`config.mk`:
```
export PLATFORM = sky130hd
export DESIGN_NAME = rpc_cfg_sequencer
export DESIGN_NICKNAME = d
export VERILOG_FILES = /design/src/rtl/rpc_cfg_sequencer.sv
export SDC_FILE = /design/constraint.sdc
export NUM_CORES = 1
export LEC_CHECK = 0
export ABC_AREA = 1
export BUFFER_PORTS_ARGS = -buffer_cell sky130_fd_sc_hd__buf_2
export CORE_AREA = 2 2 306 308
export DETAILED_ROUTE_END_ITERATION = 6
export DIE_AREA = 0 0 308 310
export GPL_TIMING_DRIVEN = 0
export PLACE_DENSITY_LB_ADDON = 0.05
export SYNTH_ARGS = -nofsm -noshare
export SYNTH_HDL_FRONTEND = slang
export SYNTH_SLANG_ARGS = --single-unit
export TNS_END_PERCENT = 100
```
`constraint.sdc`:
```
create_clock -name clk_i -period 2.6 [get_ports clk_i]
set_input_delay 0.13 -clock clk_i [delete_from_list [all_inputs] [get_ports clk_i]]
set_output_delay 0.13 -clock clk_i [all_outputs]
set_load 0.05 [all_outputs]
```
`src/rtl/rpc_cfg_sequencer.sv`:
```
// Boot-time Regbus master: writes a configuration table into the RPC DRAM
// controller, then polls a status register until ready or timeout.
module rpc_cfg_sequencer #(
  parameter int unsigned           NUM_CFG      = 8,
  parameter int unsigned           ADDR_WIDTH   = 48,
  parameter int unsigned           DATA_WIDTH   = 32,
  parameter int unsigned           STRB_WIDTH   = 6,
  parameter logic [ADDR_WIDTH-1:0] POLL_ADDR    = '0,
  parameter logic [DATA_WIDTH-1:0] POLL_MASK    = DATA_WIDTH'(1),
  parameter int unsigned           POLL_TIMEOUT = 1024
) (
  input  logic                          clk_i,
  input  logic                          rst_i,
  input  logic                          start_i,
  input  logic [NUM_CFG*ADDR_WIDTH-1:0] cfg_addr_i,
  input  logic [NUM_CFG*DATA_WIDTH-1:0] cfg_data_i,
  output logic [ADDR_WIDTH-1:0]         reg_addr_o,
  output logic                          reg_write_o,
  output logic [DATA_WIDTH-1:0]         reg_wdata_o,
  output logic [STRB_WIDTH-1:0]         reg_wstrb_o,
  output logic                          reg_valid_o,
  input  logic                          reg_error_i,
  input  logic [DATA_WIDTH-1:0]         reg_rdata_i,
  input  logic                          reg_ready_i,
  output logic                          busy_o,
  output logic                          done_o,
  output logic                          fail_o,
  output logic [6:0]                    fail_idx_o
);

  localparam int unsigned IDX_W = (NUM_CFG > 1) ? $clog2(NUM_CFG) : 1;
  localparam int unsigned TBL_N = 1 << IDX_W;
  localparam int unsigned CNT_W = $clog2(POLL_TIMEOUT + 1);
  localparam logic [IDX_W-1:0] IDX_LAST = IDX_W'(NUM_CFG - 1);
  localparam logic [CNT_W-1:0] CNT_MAX  = CNT_W'(POLL_TIMEOUT);
  localparam logic [6:0]       POLL_FAIL_IDX = 7'h7F;

  typedef enum logic [2:0] {S_IDLE, S_WRITE, S_POLL, S_DONE, S_FAIL} state_e;

  state_e                  state_q, state_d;
  logic [IDX_W-1:0]        idx_q, idx_d;
  logic [CNT_W-1:0]        poll_cnt_q, poll_cnt_d;
  logic                    valid_q, valid_d;
  logic [ADDR_WIDTH-1:0]   addr_q, addr_d;
  logic                    write_q, write_d;
  logic [DATA_WIDTH-1:0]   wdata_q, wdata_d;
  logic [STRB_WIDTH-1:0]   wstrb_q, wstrb_d;
  logic                    busy_q, busy_d;
  logic                    done_q, done_d;
  logic                    fail_q, fail_d;
  logic [6:0]              fail_idx_q, fail_idx_d;

  logic [ADDR_WIDTH-1:0]   tbl_addr [TBL_N];
  logic [DATA_WIDTH-1:0]   tbl_data [TBL_N];

  // Unpack the flattened table; padding entries beyond NUM_CFG are never selected
  for (genvar k = 0; k < TBL_N; k++) begin : g_tbl
    if (k < NUM_CFG) begin : g_live
      assign tbl_addr[k] = cfg_addr_i[k*ADDR_WIDTH +: ADDR_WIDTH];
      assign tbl_data[k] = cfg_data_i[k*DATA_WIDTH +: DATA_WIDTH];
    end else begin : g_pad
      assign tbl_addr[k] = '0;
      assign tbl_data[k] = '0;
    end
  end

  always_ff @(posedge clk_i) begin
    if (rst_i) begin
      state_q    <= S_IDLE;
      idx_q      <= '0;
      poll_cnt_q <= '0;
      valid_q    <= 1'b0;
      addr_q     <= '0;
      write_q    <= 1'b0;
      wdata_q    <= '0;
      wstrb_q    <= '0;
      busy_q     <= 1'b0;
      done_q     <= 1'b0;
      fail_q     <= 1'b0;
      fail_idx_q <= '0;
    end else begin
      state_q    <= state_d;
      idx_q      <= idx_d;
      poll_cnt_q <= poll_cnt_d;
      valid_q    <= valid_d;
      addr_q     <= addr_d;
      write_q    <= write_d;
      wdata_q    <= wdata_d;
      wstrb_q    <= wstrb_d;
      busy_q     <= busy_d;
      done_q     <= done_d;
      fail_q     <= fail_d;
      fail_idx_q <= fail_idx_d;
    end
  end

  // Request fields hold while valid is high, so they stay stable until completion
  always_comb begin
    state_d    = state_q;
    idx_d      = idx_q;
    poll_cnt_d = poll_cnt_q;
    valid_d    = valid_q;
    addr_d     = addr_q;
    write_d    = write_q;
    wdata_d    = wdata_q;
    wstrb_d    = wstrb_q;
    done_d     = done_q;
    fail_d     = fail_q;
    fail_idx_d = fail_idx_q;

    unique case (state_q)
      S_IDLE, S_DONE, S_FAIL: begin
        if (start_i) begin
          state_d    = S_WRITE;
          idx_d      = '0;
          poll_cnt_d = '0;
          done_d     = 1'b0;
          fail_d     = 1'b0;
          fail_idx_d = '0;
          valid_d    = 1'b1;
          addr_d     = tbl_addr[0];
          write_d    = 1'b1;
          wdata_d    = tbl_data[0];
          wstrb_d    = '1;
        end
      end
      S_WRITE: begin
        if (!valid_q) begin
          valid_d = 1'b1;
          addr_d  = tbl_addr[idx_q];
          write_d = 1'b1;
          wdata_d = tbl_data[idx_q];
          wstrb_d = '1;
        end else if (reg_ready_i) begin
          valid_d = 1'b0;
          if (reg_error_i) begin
            state_d    = S_FAIL;
            fail_d     = 1'b1;
            fail_idx_d = 7'(idx_q);
          end else if (idx_q == IDX_LAST) begin
            state_d = S_POLL;
          end else begin
            idx_d = idx_q + IDX_W'(1);
          end
        end
      end
      S_POLL: begin
        if (!valid_q) begin
          valid_d = 1'b1;
          addr_d  = POLL_ADDR;
          write_d = 1'b0;
          wdata_d = '0;
          wstrb_d = '0;
        end else if (reg_ready_i) begin
          valid_d    = 1'b0;
          poll_cnt_d = poll_cnt_q + CNT_W'(1);
          // Success is checked ahead of the timeout so the last allowed read can still pass
          if (reg_error_i) begin
            state_d    = S_FAIL;
            fail_d     = 1'b1;
            fail_idx_d = POLL_FAIL_IDX;
          end else if ((reg_rdata_i & POLL_MASK) == POLL_MASK) begin
            state_d = S_DONE;
            done_d  = 1'b1;
          end else if (poll_cnt_d == CNT_MAX) begin
            state_d    = S_FAIL;
            fail_d     = 1'b1;
            fail_idx_d = POLL_FAIL_IDX;
          end
        end
      end
      default: begin
        state_d = S_IDLE;
        valid_d = 1'b0;
      end
    endcase

    busy_d = (state_d == S_WRITE) || (state_d == S_POLL);
  end

  assign reg_addr_o  = addr_q;
  assign reg_write_o = write_q;
  assign reg_wdata_o = wdata_q;
  assign reg_wstrb_o = wstrb_q;
  assign reg_valid_o = valid_q;
  assign busy_o      = busy_q;
  assign done_o      = done_q;
  assign fail_o      = fail_q;
  assign fail_idx_o  = fail_idx_q;

endmodule

```
### Yosys cells after proc, flatten, opt, wreduce, memory -nomap -nowiden

Index checks and enable logic that the tools add are counted.

* $add $sub $neg: 2
* multipliers: 0
* divide/modulo/power cells: 0
* $lt $le $gt $ge: 1
* eq/ne operators: 22
* shifts and indexed selects: 0
* muxes and demuxes: 71
* bitwise operators: 1
* reduce and logical (&&, ||, !) cells: 12

Operators with widths (count)
* 48-bit 2-to-1 mux: 5
* 32-bit 2-to-1 mux: 5
* 48-bit binary-select mux with 3-bit select: 1
* 48-bit case mux with 3 select lines: 1
* 32-bit binary-select mux with 3-bit select: 1
* 32-bit case mux with 3 select lines: 1
* 7-bit 2-to-1 mux: 9
* 3-bit 2-to-1 mux: 15
* 11-bit 2-to-1 mux: 3
* 2-bit inequality test (second input constant): 12
* 11-bit case mux with 2 select lines: 1
* 7-bit case mux with 3 select lines: 1
* 1-bit 2-to-1 mux: 18
* 6-bit 2-to-1 mux: 3
* 6-bit case mux with 3 select lines: 1
* 6-bit AND reduction: 2
* 11-bit by 1-bit adder with 11-bit output (second input constant): 1
* 11-bit equality test (second input constant): 1
* 3-bit by 2-bit equality test with 1-bit output (second input constant): 3
* 3-bit case mux with 3 select lines: 1
* 9-bit AND reduction: 1
* 4-bit AND reduction: 2
* 3-bit by 1-bit equality test with 1-bit output (second input constant): 2
* 3-bit equality test (second input constant): 2
* 13 further kinds: 17

* register bits after elaboration: 115
* latch bits: 0
* RAM bits: 0
* memory bits (read-only): 0
* output and inout port bits: 98
* memories: 0

### Longest topological paths before layout

* depth in word-level cells: 10
* gate-level depth with buffers: 16

### Worst setup path after synthesis

OpenSTA, ideal clock, no wires.

* path kind: flip-flop to flip-flop
* from: register valid_q (netlist: reg_valid_o)
* to: register idx_q[0]
* data arrival time: 1.512 ns
* data required time: 2.466 ns
* slack: 0.954 ns
* cell stages (with the launch flop): 8
* buffers on the path: 0
* clock period less this slack: 1.646 ns
* path through: dfxtp_1 > nand2_1 > inv_1 > nand2_1 > o21ai_0 > nand3_1 > a21oi_1 > a211oi_1

* word-level cells in the longest chain between the ends: 2

RTL lines
* start, declared: RTL line 43 `logic valid_q, valid_d;`
* start signal, assigned: RTL line 85 `valid_q <= valid_d;`
* 2-bit inequality test (no source line)
* 6-bit AND reduction (no source line)
* end signal, assigned: RTL line 83 `idx_q <= idx_d;`
* end, declared: RTL line 41 `logic [IDX_W-1:0] idx_q, idx_d;`

No other way between the ends.
A chain may end at the register's enable or synchronous reset.

### Worst setup path after layout

* from: register idx_q[1]
* to: register addr_q[21] (netlist: reg_addr_o[21])

* word-level cells in the longest chain between the ends: 6

RTL lines
* 3-bit inverter with 4-bit output (implied by the code): RTL line 130 `addr_d = tbl_addr[idx_q];`
* 48-bit binary-select mux with 3-bit select: RTL line 130
* 48-bit 2-to-1 mux (implied by the code) (2 in series): RTL line 130
* 48-bit 2-to-1 mux: RTL line 128 `if (!valid_q) begin`
* 48-bit case mux with 3 select lines: RTL line 111 `unique case (state_q)`
* end signal, assigned: RTL line 86 `addr_q <= addr_d;`
* end, declared: RTL line 44 `logic [ADDR_WIDTH-1:0] addr_q, addr_d;`

No other way between the ends. The select of a mux whose other input is x is not followed.

==> out/qor.txt <==
status -> completed
Hold Path End -> reg_addr_o[9]
total negative slack -> 0 ns
critical path capture point type -> flip-flop
Hold WC Path Type -> in -> reg
CTS tree -> yes
met1 Use GR -> 23.6%
Max-slew headroom -> 12.1%
DR vias/cell -> 4.34
leak pwr -> 7.07 nW
Final Slew Violations -> 0
r2r setup slk -> 0.16 ns
reg2reg start -> idx_q[1]
H-tree Lvls -> 3
Area growth, synth to finish -> 66.3%
RR Endpoint -> reg_addr_o[21]
DR pass1 iterations -> 5
sequential area share after synthesis -> 22.3%
Min-Delay Startpoint -> cfg_addr_i[9]
DP HPWL -> 80900 um
CORE AREA -> 0.0925 mm2
row cnt -> 112
RSZ-0062 raised after global routing -> true
Post-DP Area -> 0.0147 mm2
fin crit share -> 94.0%
Pwr Density -> 579 mW/mm2
syn_nets -> 2354
Synth Register Bits -> 106
reported max-cap violation count -> 0
fraction of layout cells with a size suffix above 1 -> 35.5%
clock buffer depth -> 2
wire per inst -> 26.6 um
crit path max fanout -> 10
First DRT Iteration DRCs -> 890
CP Data Arrival Time -> 2.74 ns
Hold Vio Cnt, Final -> 0
nets -> 3165
GR Util met3 -> 4.65%
Min Clock Period, post-route -> 2.44 ns
reg2reg path depth -> 7
post-layout instance area -> 0.0158 mm2
Synth Instances -> 1674
PortBufs -> 743
Die Area -> 0.0955 mm2
CTS Sinks -> 106
die width -> 308 um
Worst Tran Pin Value -> 1.32 ns
met2 GRT Util -> 36.6%
Initial Util -> 10.3%
die height -> 310 um
post-synthesis cell area -> 0.00951 mm2
Total GRT Usage -> 20.0%
I/O Pins -> 775
Avg Inst Size Synth -> 5.68 um2
Final setup viols -> 0
Startpoint Class -> flip-flop
clk slew on worst S/H paths -> 0.09 ns
total number of vias -> 16100
clk_lat worst skew -> 0.39 ns
DRC violations left -> 0
final wirelength -> 98500 um
Placer Congestion -> 0.810
Setup CP Type -> reg -> reg
global-route wire length before repair -> 134000 um
hold path depth -> 3
Num CTS Buffers -> 9
Final ANT Viol Nets -> 0
total gr overflow -> 0
vias in the first global route -> 17200
Ys Warns -> 0
antenna violations before repair -> 41
root buf cell -> clkbuf_16
Max IR drop VDD -> 0.312 mV
Req. time, crit path -> 2.90 ns
most used routing layer -> met2
post-synth cell types -> 30
largest net degree at the start of global routing -> 19
Clock Skews -> 0.0196 ns
fmax -> 409 MHz
-- layer usage --
layer | vias to the layer above | share of wire (%)
li1 | 7551 | -
met1 | 7673 | 41
met2 | 694 | 50
met3 | 102 | 6.6
met4 | 42 | 1.7
met5 | - | 0.28
-- layout by cell type, fill, tap and decap left out, types with 2 or more instances in the layout --
| cell type | netlist | routed |
|---|---|---|
| buf_2 | 44 | 773 |
| o21ai_0 | 368 | 366 |
| nor2_1 | 358 | 358 |
| nand2_1 | 234 | 233 |
| o22ai_1 | 157 | 154 |
| dfxtp_1 | 106 | 105 |
| a21oi_1 | 93 | 93 |
| clkbuf_1 | 108 | 70 |
| a31oi_1 | 62 | 62 |
| dlygate4sd3_1 | 0 | 53 |
| o21ai_1 | 44 | 45 |
| clkbuf_2 | 0 | 35 |
| buf_4 | 13 | 26 |
| inv_1 | 20 | 19 |
| diode_2 | 0 | 15 |
| a41oi_1 | 15 | 15 |
| nand3_1 | 12 | 12 |
| inv_2 | 8 | 9 |
| clkbuf_16 | 0 | 9 |
| nor3_1 | 7 | 7 |
| a221oi_1 | 4 | 4 |
| a211oi_1 | 4 | 4 |
| nand2_2 | 2 | 3 |
| clkbuf_8 | 0 | 3 |
| buf_6 | 0 | 3 |
| clkbuf_4 | 0 | 3 |
| o22ai_2 | 0 | 3 |
| ha_1 | 3 | 3 |
| nand4_1 | 2 | 2 |
| inv_4 | 1 | 2 |
| inv_8 | 0 | 2 |
| bufinv_16 | 0 | 2 |
-- cells in the mapped netlist --
master	n	area [um2]
a211oi_1	4	30.0
a21oi_1	93	465
a221oi_1	4	35.0
a31oi_1	62	388
a41oi_1	15	131
buf_1	1	3.75
buf_2	44	220
buf_4	13	97.6
clkbuf_1	108	405
clkinv_1	1	3.75
dfxtp_1	106	2120
ha_1	3	37.5
inv_1	20	75.1
inv_2	8	30.0
inv_4	1	6.26
nand2_1	234	878
nand2_2	2	12.5
nand3_1	12	60.1
nand3_2	1	10.0
nand3_4	1	17.5
nand4_1	2	12.5
nor2_1	358	1340
nor2_2	2	12.5
nor3_1	7	35.0
o21ai_0	368	1840
o21ai_1	44	220
o21ai_4	1	16.3
o221a_2	1	11.3
o22ai_1	157	982
o41ai_1	1	8.76
-- cell families (layout without fill, tap and decap cells) --
logic type	after synthesis	after routing	share of synthesized area, %
adder cells (fa/ha/maj)	3	3	0.395
AO/OA/AOI/OAI	750	750	43.4
other	0	15	0
flip-flops	106	106	22.3
buffers and inverters	196	1012	8.85
AND/OR/NAND/NOR	619	619	25.0
-- worst max-delay path, stage by stage (launching register included) --
cell and delay, ns:
dfxtp_1 0.32, buf_2 0.24, inv_4 0.25, clkbuf_1 0.56, o21ai_0 0.33, o22ai_1 0.27, nand2_1 0.15, a41oi_1 0.21
-- through the flow --
step	hold WS (ns)	power, mW	utilization (%)	cells	worst slack [ns]
final	0.0373	9.17	17.1	3702	0.156
after global routing	0.0224	9.79	17.1	3694	-0.0322
after CTS	0.000854	9.42	17.0	3687	0.0165
after detailed placement	0.420	7.39	15.9	3615	-1.03
after global placement	0.420	7.40	15.9	3614	-1.72
after floorplan	0.280	4.75	-	1674	0.954
-- timing repair --
action                                 CTS  global route
hold buffers                            53             0
gates resized for setup                 57            22
endpoints found under the hold margin   53             0
buffers inserted                         3             0
setup endpoints to repair               82            22
-- registers in the layout, summed over array words and instances (netlist names), 3 cells and up --
name / flops
state_q: 3
poll_cnt_q: 11
reg_wdata_o: 32
fail_idx_o: 4
idx_q: 3
reg_addr_o: 48
-- power breakdown --
part,total (mW),internal [mW],switching [mW]
clock,1.78,0.921,0.863
combinational,5.41,1.52,3.89
sequential,1.98,1.84,0.137
-- final cells by class --
| cell class | instances | area, um2 |
|---|---|---|
| Fill cell | 11000 | 76700 |
| Multi-Input combinational cell | 1372 | 6580 |
| Timing Repair Buffer | 800 | 4290 |
| Sequential cell | 106 | 2120 |
| Tap cell | 1197 | 1500 |
| Buffer | 166 | 835 |
| Clock buffer | 11 | 253 |
| Inverter | 30 | 118 |
| Clock inverter | 5 | 91.3 |
| Antenna cell | 15 | 37.5 |
-- worst max-delay path by stage --
stage                      startpoint               to
final                        idx_q[1]   reg_addr_o[21]
after global routing         idx_q[0]  reg_wdata_o[24]
after global placement       idx_q[0]   reg_addr_o[33]
after floorplan           reg_valid_o         idx_q[0]
after CTS                    idx_q[1]   reg_addr_o[47]
after detailed placement     idx_q[0]    reg_addr_o[6]
(Power assumes the default switching activity.)
